<file path="src/rtl/io_bus_package.sv">
// io_bus_package: register offsets, handshake state and response record shared by the io_bus_responder slice
package io_bus_package;
  localparam logic [7:0] OUT_OFFSET         = 8'h00;
  localparam logic [7:0] IN_OFFSET          = 8'h04;
  localparam logic [7:0] UIO_OUT_OFFSET     = 8'h08;
  localparam logic [7:0] UIO_OE_OFFSET      = 8'h0C;
  localparam logic [7:0] UIO_IN_OFFSET      = 8'h10;
  localparam logic [7:0] EDGE_STATUS_OFFSET = 8'h14;
  localparam logic [7:0] EDGE_MASK_OFFSET   = 8'h18;
  typedef enum logic {IDLE, RESPOND} state_t;
  typedef struct packed {
    logic [31:0] read_data;
    logic        error;
  } response_t;
endpackage

</file>
<file path="src/rtl/io_bus_responder_if.sv">
// io_bus_responder_if: cpu data bus (request valid/ready/write/address/data/strobe, response valid/ready/data/error); master=cpu, slave=responder
interface io_bus_responder_if #(parameter int ADDRESS_WIDTH = 5);
  logic                     request_valid;
  logic                     request_ready;
  logic                     request_write;
  logic [ADDRESS_WIDTH-1:0] request_address;
  logic [31:0]              request_write_data;
  logic [3:0]               request_strobe;
  logic                     response_valid;
  logic                     response_ready;
  logic [31:0]              response_read_data;
  logic                     response_error;
  modport master(
    output request_valid, request_write, request_address, request_write_data, request_strobe, response_ready,
    input  request_ready, response_valid, response_read_data, response_error
  );
  modport slave(
    input  request_valid, request_write, request_address, request_write_data, request_strobe, response_ready,
    output request_ready, response_valid, response_read_data, response_error
  );
endinterface

</file>
<file path="src/rtl/input_synchroniser.sv">
// input_synchroniser: STAGES-deep reset-to-zero flop chain; clock/reset, d (async input), q (synchronised output)
module input_synchroniser #(
  parameter int WIDTH  = 8,
  parameter int STAGES = 2
) (
  input  logic             clock,
  input  logic             reset,
  input  logic [WIDTH-1:0] d,
  output logic [WIDTH-1:0] q
);
  logic [STAGES-1:0][WIDTH-1:0] flops;
  always_ff @(posedge clock)
    if (reset) flops <= '0;
    else flops <= {flops[STAGES-2:0], d};
  assign q = flops[STAGES-1];
endmodule

</file>
<file path="src/rtl/io_bus_responder.sv">
// io_bus_responder: memory-mapped pin register file on the cpu bus; clock/reset, bus (slave), ui_in/uo_out, uio_in/uio_out/uio_oe, irq=|(edge_status&edge_mask)
module io_bus_responder
  import io_bus_package::*;
#(
  parameter int ADDRESS_WIDTH = 5,
  parameter int SYNC_STAGES   = 2
) (
  input  logic                     clock,
  input  logic                     reset,
  io_bus_responder_if.slave        bus,
  input  logic [7:0]               ui_in,
  output logic [7:0]               uo_out,
  input  logic [7:0]               uio_in,
  output logic [7:0]               uio_out,
  output logic [7:0]               uio_oe,
  output logic                     irq
);
  state_t state, state_next;
  response_t response, response_next;
  logic [7:0] ui_sync, uio_sync, ui_prev, edge_status, edge_mask, read_value, status_clear;
  logic hit_out, hit_in, hit_uio_out, hit_uio_oe, hit_uio_in, hit_status, hit_mask;
  logic accept, do_write, unused_bits;
  function automatic logic hit(input logic [ADDRESS_WIDTH-1:0] address, input logic [7:0] offset);
    return address == ADDRESS_WIDTH'(offset);
  endfunction
  input_synchroniser #(.WIDTH(8), .STAGES(SYNC_STAGES)) ui_synchroniser (
    .clock(clock), .reset(reset), .d(ui_in), .q(ui_sync)
  );
  input_synchroniser #(.WIDTH(8), .STAGES(SYNC_STAGES)) uio_synchroniser (
    .clock(clock), .reset(reset), .d(uio_in), .q(uio_sync)
  );
  assign hit_out     = hit(bus.request_address, OUT_OFFSET);
  assign hit_in      = hit(bus.request_address, IN_OFFSET);
  assign hit_uio_out = hit(bus.request_address, UIO_OUT_OFFSET);
  assign hit_uio_oe  = hit(bus.request_address, UIO_OE_OFFSET);
  assign hit_uio_in  = hit(bus.request_address, UIO_IN_OFFSET);
  assign hit_status  = hit(bus.request_address, EDGE_STATUS_OFFSET);
  assign hit_mask    = hit(bus.request_address, EDGE_MASK_OFFSET);
  assign accept   = bus.request_valid & bus.request_ready;
  assign do_write = accept & bus.request_write & bus.request_strobe[0];
  assign status_clear = (do_write & hit_status) ? bus.request_write_data[7:0] : 8'h00;
  assign read_value = hit_out ? uo_out : hit_in ? ui_sync : hit_uio_out ? uio_out : hit_uio_oe ? uio_oe :
                      hit_uio_in ? uio_sync : hit_status ? edge_status : hit_mask ? edge_mask : 8'h00;
  // misaligned addresses never match an offset, so "no hit" covers both error cases
  assign response_next = '{
    read_data: bus.request_write ? 32'h0 : {24'h0, read_value},
    error:     ~(hit_out | hit_in | hit_uio_out | hit_uio_oe | hit_uio_in | hit_status | hit_mask)
  };
  always_comb begin
    state_next = state;
    bus.request_ready = state == IDLE;
    bus.response_valid = state == RESPOND;
    if (state == IDLE && bus.request_valid) state_next = RESPOND;
    else if (state == RESPOND && bus.response_ready) state_next = IDLE;
  end
  always_ff @(posedge clock)
    if (reset) begin
      state <= IDLE;
      response <= '0;
      uo_out <= '0;
      uio_out <= '0;
      uio_oe <= '0;
      edge_mask <= '0;
      edge_status <= '0;
      ui_prev <= '0;
    end else begin
      state <= state_next;
      if (accept) response <= response_next;
      if (do_write & hit_out) uo_out <= bus.request_write_data[7:0];
      if (do_write & hit_uio_out) uio_out <= bus.request_write_data[7:0];
      if (do_write & hit_uio_oe) uio_oe <= bus.request_write_data[7:0];
      if (do_write & hit_mask) edge_mask <= bus.request_write_data[7:0];
      ui_prev <= ui_sync;
      edge_status <= (edge_status & ~status_clear) | (ui_sync & ~ui_prev);
    end
  assign bus.response_read_data = response.read_data;
  assign bus.response_error = response.error;
  assign irq = |(edge_status & edge_mask);
  assign unused_bits = ^{bus.request_write_data[31:8], bus.request_strobe[3:1]};
endmodule

</file>
<file path="src/flat_wrapper.sv">
// flat-port wrapper written by rule: the top's interface ports become plain ports
module io_bus_responder_flat import io_bus_package::*;
#(
  parameter int ADDRESS_WIDTH = 5,
  parameter int SYNC_STAGES   = 2
)
  (clock, reset, ui_in, uo_out, uio_in, uio_out, uio_oe, irq, bus_request_valid, bus_request_write, bus_request_address, bus_request_write_data, bus_request_strobe, bus_response_ready, bus_request_ready, bus_response_valid, bus_response_read_data, bus_response_error);
  io_bus_responder_if #(.ADDRESS_WIDTH(ADDRESS_WIDTH)) bus_i ();
  input  logic clock;
  input  logic reset;
  input  logic [7:0] ui_in;
  output logic [7:0] uo_out;
  input  logic [7:0] uio_in;
  output logic [7:0] uio_out;
  output logic [7:0] uio_oe;
  output logic irq;
  input wire logic [$bits(bus_i.request_valid)-1:0] bus_request_valid;
  input wire logic [$bits(bus_i.request_write)-1:0] bus_request_write;
  input wire logic [$bits(bus_i.request_address)-1:0] bus_request_address;
  input wire logic [$bits(bus_i.request_write_data)-1:0] bus_request_write_data;
  input wire logic [$bits(bus_i.request_strobe)-1:0] bus_request_strobe;
  input wire logic [$bits(bus_i.response_ready)-1:0] bus_response_ready;
  output wire logic [$bits(bus_i.request_ready)-1:0] bus_request_ready;
  output wire logic [$bits(bus_i.response_valid)-1:0] bus_response_valid;
  output wire logic [$bits(bus_i.response_read_data)-1:0] bus_response_read_data;
  output wire logic [$bits(bus_i.response_error)-1:0] bus_response_error;
  assign bus_i.request_valid = bus_request_valid;
  assign bus_i.request_write = bus_request_write;
  assign bus_i.request_address = bus_request_address;
  assign bus_i.request_write_data = bus_request_write_data;
  assign bus_i.request_strobe = bus_request_strobe;
  assign bus_i.response_ready = bus_response_ready;
  assign bus_request_ready = bus_i.request_ready;
  assign bus_response_valid = bus_i.response_valid;
  assign bus_response_read_data = bus_i.response_read_data;
  assign bus_response_error = bus_i.response_error;
  io_bus_responder #(.ADDRESS_WIDTH(ADDRESS_WIDTH), .SYNC_STAGES(SYNC_STAGES)) u_core (.clock(clock), .reset(reset), .bus(bus_i), .ui_in(ui_in), .uo_out(uo_out), .uio_in(uio_in), .uio_out(uio_out), .uio_oe(uio_oe), .irq(irq));
endmodule
</file>
<file path="config.mk">
export PLATFORM = sky130hd
export DESIGN_NAME = io_bus_responder_flat
export DESIGN_NICKNAME = d
export VERILOG_FILES = /design/src/rtl/io_bus_package.sv /design/src/rtl/io_bus_responder_if.sv /design/src/rtl/input_synchroniser.sv /design/src/rtl/io_bus_responder.sv /design/src/flat_wrapper.sv
export SDC_FILE = /design/constraint.sdc
export NUM_CORES = 1
export LEC_CHECK = 0
export BUFFER_PORTS_ARGS = -buffer_cell sky130_fd_sc_hd__buf_2
export CAP_MARGIN = 40
export CORE_AREA = 4 4 92 94
export DETAILED_ROUTE_END_ITERATION = 10
export DIE_AREA = 0 0 96 98
export PLACE_DENSITY = 0.79
export SYNTH_ARGS = -nofsm -noshare
export SYNTH_HDL_FRONTEND = slang
export SYNTH_SLANG_ARGS = --single-unit
</file>
<file path="constraint.sdc">
create_clock -name clock -period 3.4 [get_ports clock]
set_clock_uncertainty 0.05 [all_clocks]
set_input_delay 0.34 -clock clock [delete_from_list [all_inputs] [get_ports clock]]
set_output_delay 0.34 -clock clock [all_outputs]
set_load 0.02 [all_outputs]
</file>
# Word-level counts from Yosys, hierarchy flattened
# Cells that the tools add are included.
totals:
  regBits: 114
  latch_bits: 0
  ram_bits: 0
  romBits: 0
  in_bits: 62
  out_inout_bits: 60
  wordCells: 57
  memories: 0
classes:
  addsub: 0
  n_mul: 0
  n_div: 0
  order_cmp: 0
  eq_ne: 6
  shift: 0
  n_mux: 11
  bitwise: 22
  n_reduce_logical: 5
op_table:
  columns: ["operator", "n"]
  rows:
  - ["$mux 8", 9]
  - ["$and 8x8->8", 3]
  - ["$not 8->8", 2]
  - ["$eq 5x5->1 const B", 3]
  - ["$eq 5x4->1 const B", 2]
  - ["$and 1x1->1", 8]
  - ["$or 8x8->8", 1]
  - ["$reduce_or 8->1", 1]
  - ["$or 1x1->1", 6]
  - ["$eq 5x3->1 const B", 1]
  - ["$logic_not 5->1", 1]
  - ["$logic_and 1x1->1", 2]
  - ["$mux 1", 2]
  - ["$not 1->1", 2]
  - ["$reduce_bool 2->1", 1]

# Logic depth before layout (Yosys ltp)
# Gate-level depths: netlist of run 1.
depth:
  ltp_word: 9
  depth_mapped: 6
  depth_no_buf: 4

# Modules after synthesis
# Synthesis of run 1 repeated with hierarchy kept, for this count alone.
hier_totals:
  cells_unflattened: 403
  area_unflattened_um2: 3998.8
modules_own_cells:
  columns: ["mod", "instances", "cells_each", "area_per_inst_um2", "seq_area_each_um2"]
  rows:
  - ["io_bus_responder", 1, 321, 2950.3, 1161.1]
  - ["input_synchroniser", 2, 41, 524.3, 320.3]

# Least setup slack after synthesis of run 1
# OpenSTA, ideal clock, no wires.
synth_timing:
  path_kind: "reg2reg"
  from: "register u_core.state (netlist: u_core.bus.response_valid)"
  to: "register u_core.uio_oe[0]"
  setup_time_ps: 128
  arrival_time_ps: 1391
  required_time_ps: 3222
  slack_ps: 1831
  path_stages_with_launch: 7
  n_path_buf: 2
  synth_period_minus_slack_ps: 1569
  cell_sequence: "dfxtp_1 > and4b_1 > clkbuf_1 > and4_1 > buf_4 > mux2i_1 > nor2_1"
synth_via:
  elab_chain_len: 5
synth_lines:
  columns: ["element", "line", "rtl"]
  rows:
  - ["start: declaration", "io_bus_responder.sv:18", "state_t state, state_next;"]
  - ["start signal: assignment", "io_bus_responder.sv:67", "state <= state_next;"]
  - ["$not 1->1", "io_bus_responder.sv:51", "bus.request_ready = state == IDLE;"]
  - ["$and 1x1->1", "io_bus_responder.sv:39", "assign accept = bus.request_valid & bus.request_ready;"]
  - ["$and 1x1->1 (2 in series)", "io_bus_responder.sv:40", "assign do_write = accept & bus.request_write & bus.request_strobe[0];"]
  - ["$and 1x1->1", "io_bus_responder.sv:71", "if (do_write & hit_uio_oe) uio_oe <= bus.request_write_data[7:0];"]
  - ["end signal: assignment", "io_bus_responder.sv:71", null]
  - ["end: declaration", "io_bus_responder.sv:15", "output logic [7:0] uio_oe,"]
# No other way between the ends.
# A chain may end at the register's enable or synchronous reset.

# Worst setup path in the final report of run 1
layout_timing:
  from: "register u_core.state (netlist: u_core.bus.response_valid)"
  to: "register u_core.uio_oe[6]"
# The elaborated chain is that of the path after synthesis.

==> results of run 1 <==
worst max path at each step:
stage | slack (ns) | to | startpoint | depth (start not counted)
after floorplan | 1.83 | u_core.uio_oe[0] | u_core.bus.response_valid | 6
after global placement | 1.30 | u_core.uio_oe[5] | bus_request_write | 5
after detailed placement | 1.25 | u_core.edge_mask[6] | bus_request_address[3] | 5
after CTS | 1.37 | u_core.uio_oe[6] | u_core.bus.response_valid | 4
after global routing | 1.25 | u_core.uio_oe[6] | u_core.bus.response_valid | 4
final | 1.37 | u_core.uio_oe[6] | u_core.bus.response_valid | 4
per-layer routing:
layer  routed length (um)  up-vias
met2                 4420      128
met5                    0        -
met1                 3690     1497
met3                  720       14
li1                     -     1525
met4                  150        0
cells in the final DEF (no fill, tap or decap), types with 12 or more instances in the layout:
master	instances
sky130_fd_sc_hd__dfxtp_1	90
sky130_fd_sc_hd__mux2i_1	16
sky130_fd_sc_hd__conb_1	24
sky130_fd_sc_hd__nand2_1	34
sky130_fd_sc_hd__o21ai_0	25
sky130_fd_sc_hd__nor2b_1	40
sky130_fd_sc_hd__buf_2	70
sky130_fd_sc_hd__a21oi_1	33
sky130_fd_sc_hd__clkbuf_8	12
sky130_fd_sc_hd__nor2_1	26
sky130_fd_sc_hd__inv_1	18
sky130_fd_sc_hd__nand2b_1	14
layout make-up:
cell class	instances	area (um2)
inverter	18	67.6
fill	706	3320
clock inverter	2	10.0
multi-input combinational	290	1760
timing repair buffer	72	385
sequential	90	1800
clock buffer	14	173
tap	102	128
kinds of logic (layout without fill, tap and decap cells):
group	count (synthesis)	count (layout)	synth area share
compound gates	95	95	0.160
buf+inv	69	106	0.0986
flops	90	90	0.467
mux	22	22	0.0590
other cells	1	24	0.000972
simple gates	149	149	0.214
metrics by stage:
stage | worst slack, ns | total power (uW)
5_1_grt | 1.25 | 2030
3_5_place_dp | 1.25 | 1300
4_1_cts | 1.37 | 1960
6_report | 1.37 | 1950
2_1_floorplan | 1.83 | 1260
3_3_place_gp | 1.30 | 1290
registers in the layout, summed over array words and instances (netlist names):
name and cells:
u_core.bus.response_read_data 8, u_core.ui_synchroniser.flops 8, u_core.bus.response_valid 1, u_core.edge_status 8, u_core.ui_synchroniser.q 8, u_core.uio_synchroniser.q 8
u_core.bus.response_error 1, u_core.uo_out 8, u_core.edge_mask 8, u_core.uio_synchroniser.flops 8, u_core.uio_out 8, u_core.ui_prev 8
u_core.uio_oe 8
worst max-delay path: cells and delay by family (launching register included):
| kind | cells | cell delay, ns |
|---|---|---|
| and+or+nand+nor | 3 | 1.26 |
| DFF | 1 | 0.35 |
| muxes | 1 | 0.25 |
power by group through the flow:
stage          Sequential [uW]  Combinational, uW  Clock, uW
2_1_floorplan             1120                143          0
4_1_cts                   1100                178        686
5_1_grt                   1100                198        736
6_report                  1100                180        674
3_5_place_dp              1120                177          0
3_3_place_gp              1120                170          0
==> impl_summary.md, run 1 <==
Status
The flow ran to the end, and the final reports show no timing, DRC or antenna violations.

Clock tree
After clock tree synthesis, the repair step resized 0 gates. The clock insertion delay at the later pin of the skew report is about 0.35 ns. The H-tree generated during clock tree synthesis spans 3 levels. The clock tree from TritonCTS is built.

The cts-stage hold buffer count is 0. In this run, CTS created clock tree buffers numbering 9. The number of buffers on the longest clock path is 2. In this run the clock root is driven by a sky130_fd_sc_hd__clkbuf_8. CTS saw 90 sinks. After clock tree synthesis, the clock-pin slew on the worst setup and hold paths is 0.08 ns.

In this run the post-CTS setup repair buffer count came out at 0.

Place
The half-perimeter wire length of the detailed placement result is between 6000 and 7000 um. The count of input and output buffers is 70. The placer congestion estimate is between 0.8 and 0.9. In this run the cell area measured after placement is slightly above 4000 um2. Once placement completed, the tool counted placed cells totaling around 570.

Worst hold path
In this run the worst hold path is classified as in2reg. Counting instances, the worst hold path has a depth of 2. The launch instance of the worst min-delay path is ui_in[1].

The terminating pin of the worst hold path is u_core.ui_synchroniser.flops[1].

Die
The area of the die is 9410 um2. The initial utilization of the core area, before any placement, comes to 0.504. The floorplan step set the die width to roughly 96 um. The core region is roughly 7600 um2.

Measured along the y axis, the die boundary spans between 90 and 100 um. The number of rows created at floorplan is 32. For this design the top-level I/O count stands at 122.

Synthesis
In this run, synthesis inferred 0 flip-flops with an integrated enable. Averaged over all synthesized cells, the footprint is 9.06 um2. Counting every instance in the synthesized netlist gives between 400 and 500. Of the post-synthesis cell area, the dominant cell type holds 0.467. By area the synthesized netlist is led by sky130_fd_sc_hd__dfxtp_1 47%, sky130_fd_sc_hd__nor2b_1 6.5%, sky130_fd_sc_hd__buf_4 5.1%, sky130_fd_sc_hd__a21oi_1 4.3%, sky130_fd_sc_hd__mux2i_1 4.2%. The dominant register cell in the synthesized netlist is sky130_fd_sc_hd__dfxtp_1. The commonest cells after synthesis are 90 x sky130_fd_sc_hd__dfxtp_1, 40 x sky130_fd_sc_hd__nor2b_1, 34 x sky130_fd_sc_hd__nand2_1, 33 x sky130_fd_sc_hd__a21oi_1.

The mapped netlist covers ~3900 um2. The most common cell in the synthesized netlist is sky130_fd_sc_hd__dfxtp_1. The yosys synthesis warning count is 0. The share of the Yosys chip area taken by registers is 0.467. The count of unique library cells instantiated by Yosys is 47. The share of synthesized registers carrying an async set or reset is 0. The top cell type by total area after synthesis is sky130_fd_sc_hd__dfxtp_1. The synthesized design contains 90 register bits.

Detailed routing
After the first detailed-routing iteration, the DRC count stood at ~270. The wire length reported by the detailed router is approximately 9000 um. Once detail routing completed, the nets flagged for antenna violations numbered 0. The residual DRC count is 0.

The total number of vias is 3164. Dividing the detail-routed via count by the number of cells gives ~5.4. The number of optimization iterations in the first detailed-route pass is 5. The average routed wire per standard cell is ~15 um.

Timing
The max-slew violation total from the final report was 0. The count of final hold-check violations is 0. Based on the critical path, the design can be clocked at up to between 400 and 500 MHz. Setup repair after global routing left no endpoint under its margin. The worst hold slack is around 0.14 ns. Setup violations remaining at the end of the flow were counted as 0. The sum of negative setup slack is 0 ns.

The period utilization is 0.598. The transition time of the tightest slew-check pin is about 0.73 ns. The time the worst path needs with I/O delays and setup is approximately 2.0 ns. The relative max-transition margin is 0.512.

Power
The fraction of power spent switching nets is 0.248. The areal power density over the cells is around 450 nW/um2. The internal power contribution is about 1500 uW. The sequential share of power is 0.562. In this run the static leakage power is around 0.0018 uW. For this design the total switching power over the nets is 483 uW.

The share of total power dissipated in combinational logic is 0.092. The part of the power in the clock network is 0.346. The worst-case IR drop observed on VDD is 0.263 mV.

Global route
The largest net degree at the start of global routing is 38. The number of antenna violations at the first check in global routing is 0. In the global route stage, overall resource usage came out at 0.197. The met2 track demand over resource in global routing is 0.308.

Global routing finished with a remaining overflow of 0. The routing usage on met3 is 0.0716. The layer flagged by global routing as most heavily used is met2. The first global-routing pass estimated roughly 14000 um of wire. For met1 alone, demand over resource in global routing was 0.254. The number of global-route vias before repair is 2863.

Setup path
The highest fanout seen on the critical path is 14. Measured in cells, the most critical reg-to-reg path has a length of 4. The critical path goes through and4b_1 -> and4_1 -> mux2i_1 -> nor2_1. STA classifies the critical path startpoint as a flip-flop. The setup path with the least slack is of type reg2reg. The register-to-register setup slack is between 1 and 1.5 ns.

On the critical path, the stage with the largest delay is an instance of sky130_fd_sc_hd__and4_1. At the worst endpoint, the required time is ~3.6 ns. The maximum single-stage delay on the critical path is approximately 0.62 ns. The capturing element type of the critical path is a flip-flop. The end of the worst register-to-register path is u_core.uio_oe[6]. Data arrives at the worst endpoint at about 2.2 ns.

In this run the critical register-to-register path is launched from u_core.bus.response_valid.

Final layout
The final design instance area without fill is 4330 um2. The area growth from synthesis to layout is 12.2%. For this run, the share of the core covered by cells in the final layout is 0.566. The final antenna diode count is 0. The final instance count without filler cells is ~590.

In the final layout, the share of cells above drive strength 1 is 0.202. For this run, the post-layout net count is 543.

Flow run
The max-capacitance violation count is 0.
Power figures use the tool's default switching activity.
==> inputs of run 2 (changes only) <==
--- a/config.mk
+++ b/config.mk
@@ -5,12 +5,13 @@
 export SDC_FILE = /design/constraint.sdc
 export NUM_CORES = 1
 export LEC_CHECK = 0
+export ABC_AREA = 1
 export BUFFER_PORTS_ARGS = -buffer_cell sky130_fd_sc_hd__buf_2
 export CAP_MARGIN = 40
 export CORE_AREA = 4 4 92 94
 export DETAILED_ROUTE_END_ITERATION = 10
 export DIE_AREA = 0 0 96 98
-export PLACE_DENSITY = 0.79
+export PLACE_DENSITY = 0.77
 export SYNTH_ARGS = -nofsm -noshare
 export SYNTH_HDL_FRONTEND = slang
 export SYNTH_SLANG_ARGS = --single-unit
==> constraint.sdc (replaced) <==
create_clock -name clock -period 2 [get_ports clock]
set_clock_uncertainty 0.05 [all_clocks]
set_input_delay 0.2 -clock clock [delete_from_list [all_inputs] [get_ports clock]]
set_output_delay 0.2 -clock clock [all_outputs]
set_load 0.02 [all_outputs]
==> impl_summary.md, run 2 <==
Clock tree
The count of clock tree sinks came to 90 (unchanged). Clock tree synthesis selected as its root buffer the cell sky130_fd_sc_hd__clkbuf_8. The clock insertion delay at the later pin of the skew report is 0.36 ns (about the same). The post-CTS repair timing setup buffer count is 0 (unchanged). The number of clock buffers inserted by TritonCTS is 9 (unchanged).

The H-tree depth reported by CTS is 3 (unchanged). The clock slew seen by the registers of the worst setup and hold paths came to 0.09 ns (about the same). The clock tree from TritonCTS is built. The number of buffers on the longest clock path is 2 (unchanged).

Final layout
The multi-input logic area is 1430 um2 (-19%). The library cells used most frequently in the layout, excluding fill and tap cells, are 91 x sky130_fd_sc_hd__nor2_1, 90 x sky130_fd_sc_hd__dfxtp_1, 79 x sky130_fd_sc_hd__inv_1. The number of nets in the final layout came to 652 (+20%). The final design instance area without fill came to 4430 um2 (+2.3%).

The final antenna diode count is 0 (unchanged). The count of fill cells added during filler insertion came to 727 (+3.0%). Leaving out fill and tap cells, the most frequent cell in the layout is sky130_fd_sc_hd__nor2_1. The final instance count without filler cells was 697 (+19%).

The layout overhead on the synthesized area is 18.4%. The area used by sequential logic in the layout was 1800 um2 (unchanged). The fraction of final layout cells with drive strength greater than 1 is 0.183 (-0.0185).

Setup path
The required arrival time at the worst endpoint was 2.19 ns (-1.39 ns). The highest fanout seen on the critical path was 10 (-4). The data arrival time at the worst-slack endpoint was 1.95 ns (-0.26 ns). The logic depth of the worst register-to-register path is 8 (+4).

The worst setup path is captured at a flip-flop. The category of the worst setup path launch point is a flip-flop. The critical path class is reg2reg.

Timing
The period utilization was 0.879 (+0.281). The setup violation total in the final timing report is 0 (unchanged). The top achievable clock speed is 569 MHz (+16%).

The time the worst path needs with I/O delays and setup is 1.76 ns (-0.276 ns). The transition time of the tightest slew-check pin came to 0.531 ns (-0.198 ns). The sum of negative setup slack is 0 ns (unchanged). Setup repair after global routing left no endpoint under its margin. The count of final hold-check violations is 0 (unchanged). The relative max-transition margin is 0.646 (+0.134). The max-slew violation total from the final report came to 0 (unchanged).

Synthesis
The synthesized area was 3740 um2 (-3.1%). The count of mapped cells out of synthesis is 508 (+19%). The sequential element share of the synthesized area came to 0.482 (+0.0150).

The top cell type's share of synthesized area was 0.482 (+0.0150). The most common cell in the synthesized netlist is sky130_fd_sc_hd__nor2_1. The number of synthesized flops with an enable pin is 0 (unchanged). The yosys synthesis warning count came to 0 (unchanged). Sorting the synthesized cells by how often they occur yields 91 x sky130_fd_sc_hd__nor2_1, 90 x sky130_fd_sc_hd__dfxtp_1, 79 x sky130_fd_sc_hd__inv_1, 66 x sky130_fd_sc_hd__nand2_1, 41 x sky130_fd_sc_hd__o21ai_0. The count of unique library cells instantiated by Yosys came to 26 (-45%). The synthesized area per cell is 7.36 um2 (-19%). sky130_fd_sc_hd__dfxtp_1 takes more of the synthesized area than any other cell. The share of synthesized registers carrying an async set or reset was 0 (unchanged).

Sorting the synthesized cells by area gives the leading types as sky130_fd_sc_hd__dfxtp_1 48%, sky130_fd_sc_hd__nor2_1 9.1%, sky130_fd_sc_hd__inv_1 7.9%, sky130_fd_sc_hd__nand2_1 6.6%, sky130_fd_sc_hd__buf_4 5.8%. For this run, the leading register cell type out of synthesis is sky130_fd_sc_hd__dfxtp_1. The count of state elements after synthesis came to 90 (unchanged).

Global route
The number of global-route vias before repair is 3135 (+9.5%). The total congestion overflow after global routing is 0 (unchanged). The global-route wire length before repair was 15000 um (+4.7%). The largest net degree at the start of global routing came to 35 (-7.9%).

The total global routing track utilization is 0.205 (+0.00741). The number of antenna violations at the first check in global routing came to 0 (unchanged).

Die
The die boundary height was 98 um (unchanged). The initial core utilization was 0.489 (-0.0157). The number of top-level pins is 122 (unchanged). The number of rows created at floorplan is 32 (unchanged). The horizontal die dimension is 96 um (unchanged). The area of the die is 9410 um2 (unchanged).

The floorplan core area was 7650 um2 (unchanged).

Detailed routing
The ratio of routed vias to standard cells was 4.81 (-11%). The wire length reported by the detailed router is 9000 um (+0.18%). The count of antenna-violating nets left after detailed routing is 0 (unchanged). The average routed wire per standard cell is 12.9 um (-15%). The residual DRC count is 0 (unchanged).

The number of optimization iterations in the first detailed-route pass is 6 (+1). The total number of vias is 3356 (+6.1%). The number of DRC violations after detailed-routing iteration 0 came to 254 (-4.5%).

Place
The number of cells in the design after placement was 666 (+16%). The placer congestion estimate came to 0.912 (+2.3%). The placement-stage cell area is 4080 um2 (-1.6%). The count of input and output buffers is 70 (unchanged). The half-perimeter wire length of the detailed placement result is 6380 um (-2.5%).

Worst hold path
The hold path depth came to 3 (+1). The worst hold-check path type is in2reg.

Power
The peak supply drop is 0.560 mV (+110%). The sum of internal, switching and leakage power is 3340 uW (+71%). The areal power density over the cells is 754 nW/um2 (+67%). The reported leakage power was 0.00214 uW (+17%).

Status
The run finished with clean final reports.

Flow run
The max-capacitance violation count is 0 (unchanged).
[run 2: cell types whose count changed after synthesis, moves of 15 or more]
cell                      change
sky130_fd_sc_hd__inv_1       +61
sky130_fd_sc_hd__o21ai_0     +16
sky130_fd_sc_hd__nand4_1     +15
sky130_fd_sc_hd__nor2_1      +65
sky130_fd_sc_hd__mux2i_1     -16
sky130_fd_sc_hd__nor2b_1     -40
sky130_fd_sc_hd__nand2_1     +32
[run 2: report_power, final]
| group | leakage (uW) | internal, uW | switching, uW |
|---|---|---|---|
| combinational | 0.00131 | 97.4 | 201 |
| sequential | 0.000734 | 1840 | 20.2 |
| clock | 0.0000944 | 549 | 627 |
[run 2: cells by family after synthesis]
family | synth area share
AND/OR/NAND/NOR | 0.226
flip-flops | 0.482
AO/OA/AOI/OAI | 0.133
buffers and inverters | 0.159
other | 0.00100
[run 2: what timing repair did]
action                     in CTS  in global routing
resized for setup               0                  2
hold endpoints to repair       15                  0
hold buffers                   15                  0
setup endpoints to repair       0                  7
[run 2: area by class of cell]
class | instances | share of cell area
inverters | 84 | 0.0721
clock buffers | 12 | 0.0373
well taps | 102 | 0.0288
clock inverters | 4 | 0.00565
multi-input cells | 313 | 0.324
repair buffers | 92 | 0.125
flip-flops and latches | 90 | 0.407
[run 2: worst paths after layout]
check / start / to / slack [ns]
worst min register to register: u_core.ui_synchroniser.flops[5] / u_core.ui_synchroniser.q[5] / 0.35
worst min-delay path: ui_in[4] / u_core.ui_synchroniser.flops[4] / 0.01
worst max-delay path: u_core.bus.response_valid / u_core.edge_status[5] / 0.24
worst max register to register: u_core.bus.response_valid / u_core.edge_status[5] / 0.24
[run 2: worst max-delay path, stage by stage (launching register included)]
cell and delay (ns):
sky130_fd_sc_hd__dfxtp_1 0.32, sky130_fd_sc_hd__inv_1 0.09, sky130_fd_sc_hd__nand2_2 0.15, sky130_fd_sc_hd__inv_2 0.15
sky130_fd_sc_hd__nand3_2 0.14, sky130_fd_sc_hd__inv_1 0.12, sky130_fd_sc_hd__nand3_1 0.26, sky130_fd_sc_hd__o21ai_0 0.27
sky130_fd_sc_hd__o22ai_1 0.09
[run 2: routing by layer]
layer	track usage	part of all wire
met2	0.323	0.49
met5	0	0
met4	0.0810	0.020
met3	0.0408	0.069
met1	0.272	0.42
[run 2: per-stage QoR]
stage                     worst slack [ns]  hold slack, ns  utilization
after global placement               0.320           0.343        0.533
after detailed placement             0.242           0.345        0.533
after CTS                            0.236         0.00823        0.578
final                                0.242          0.0130        0.579
after floorplan                      0.318           0.257            -
after global routing                0.0577          0.0295        0.579
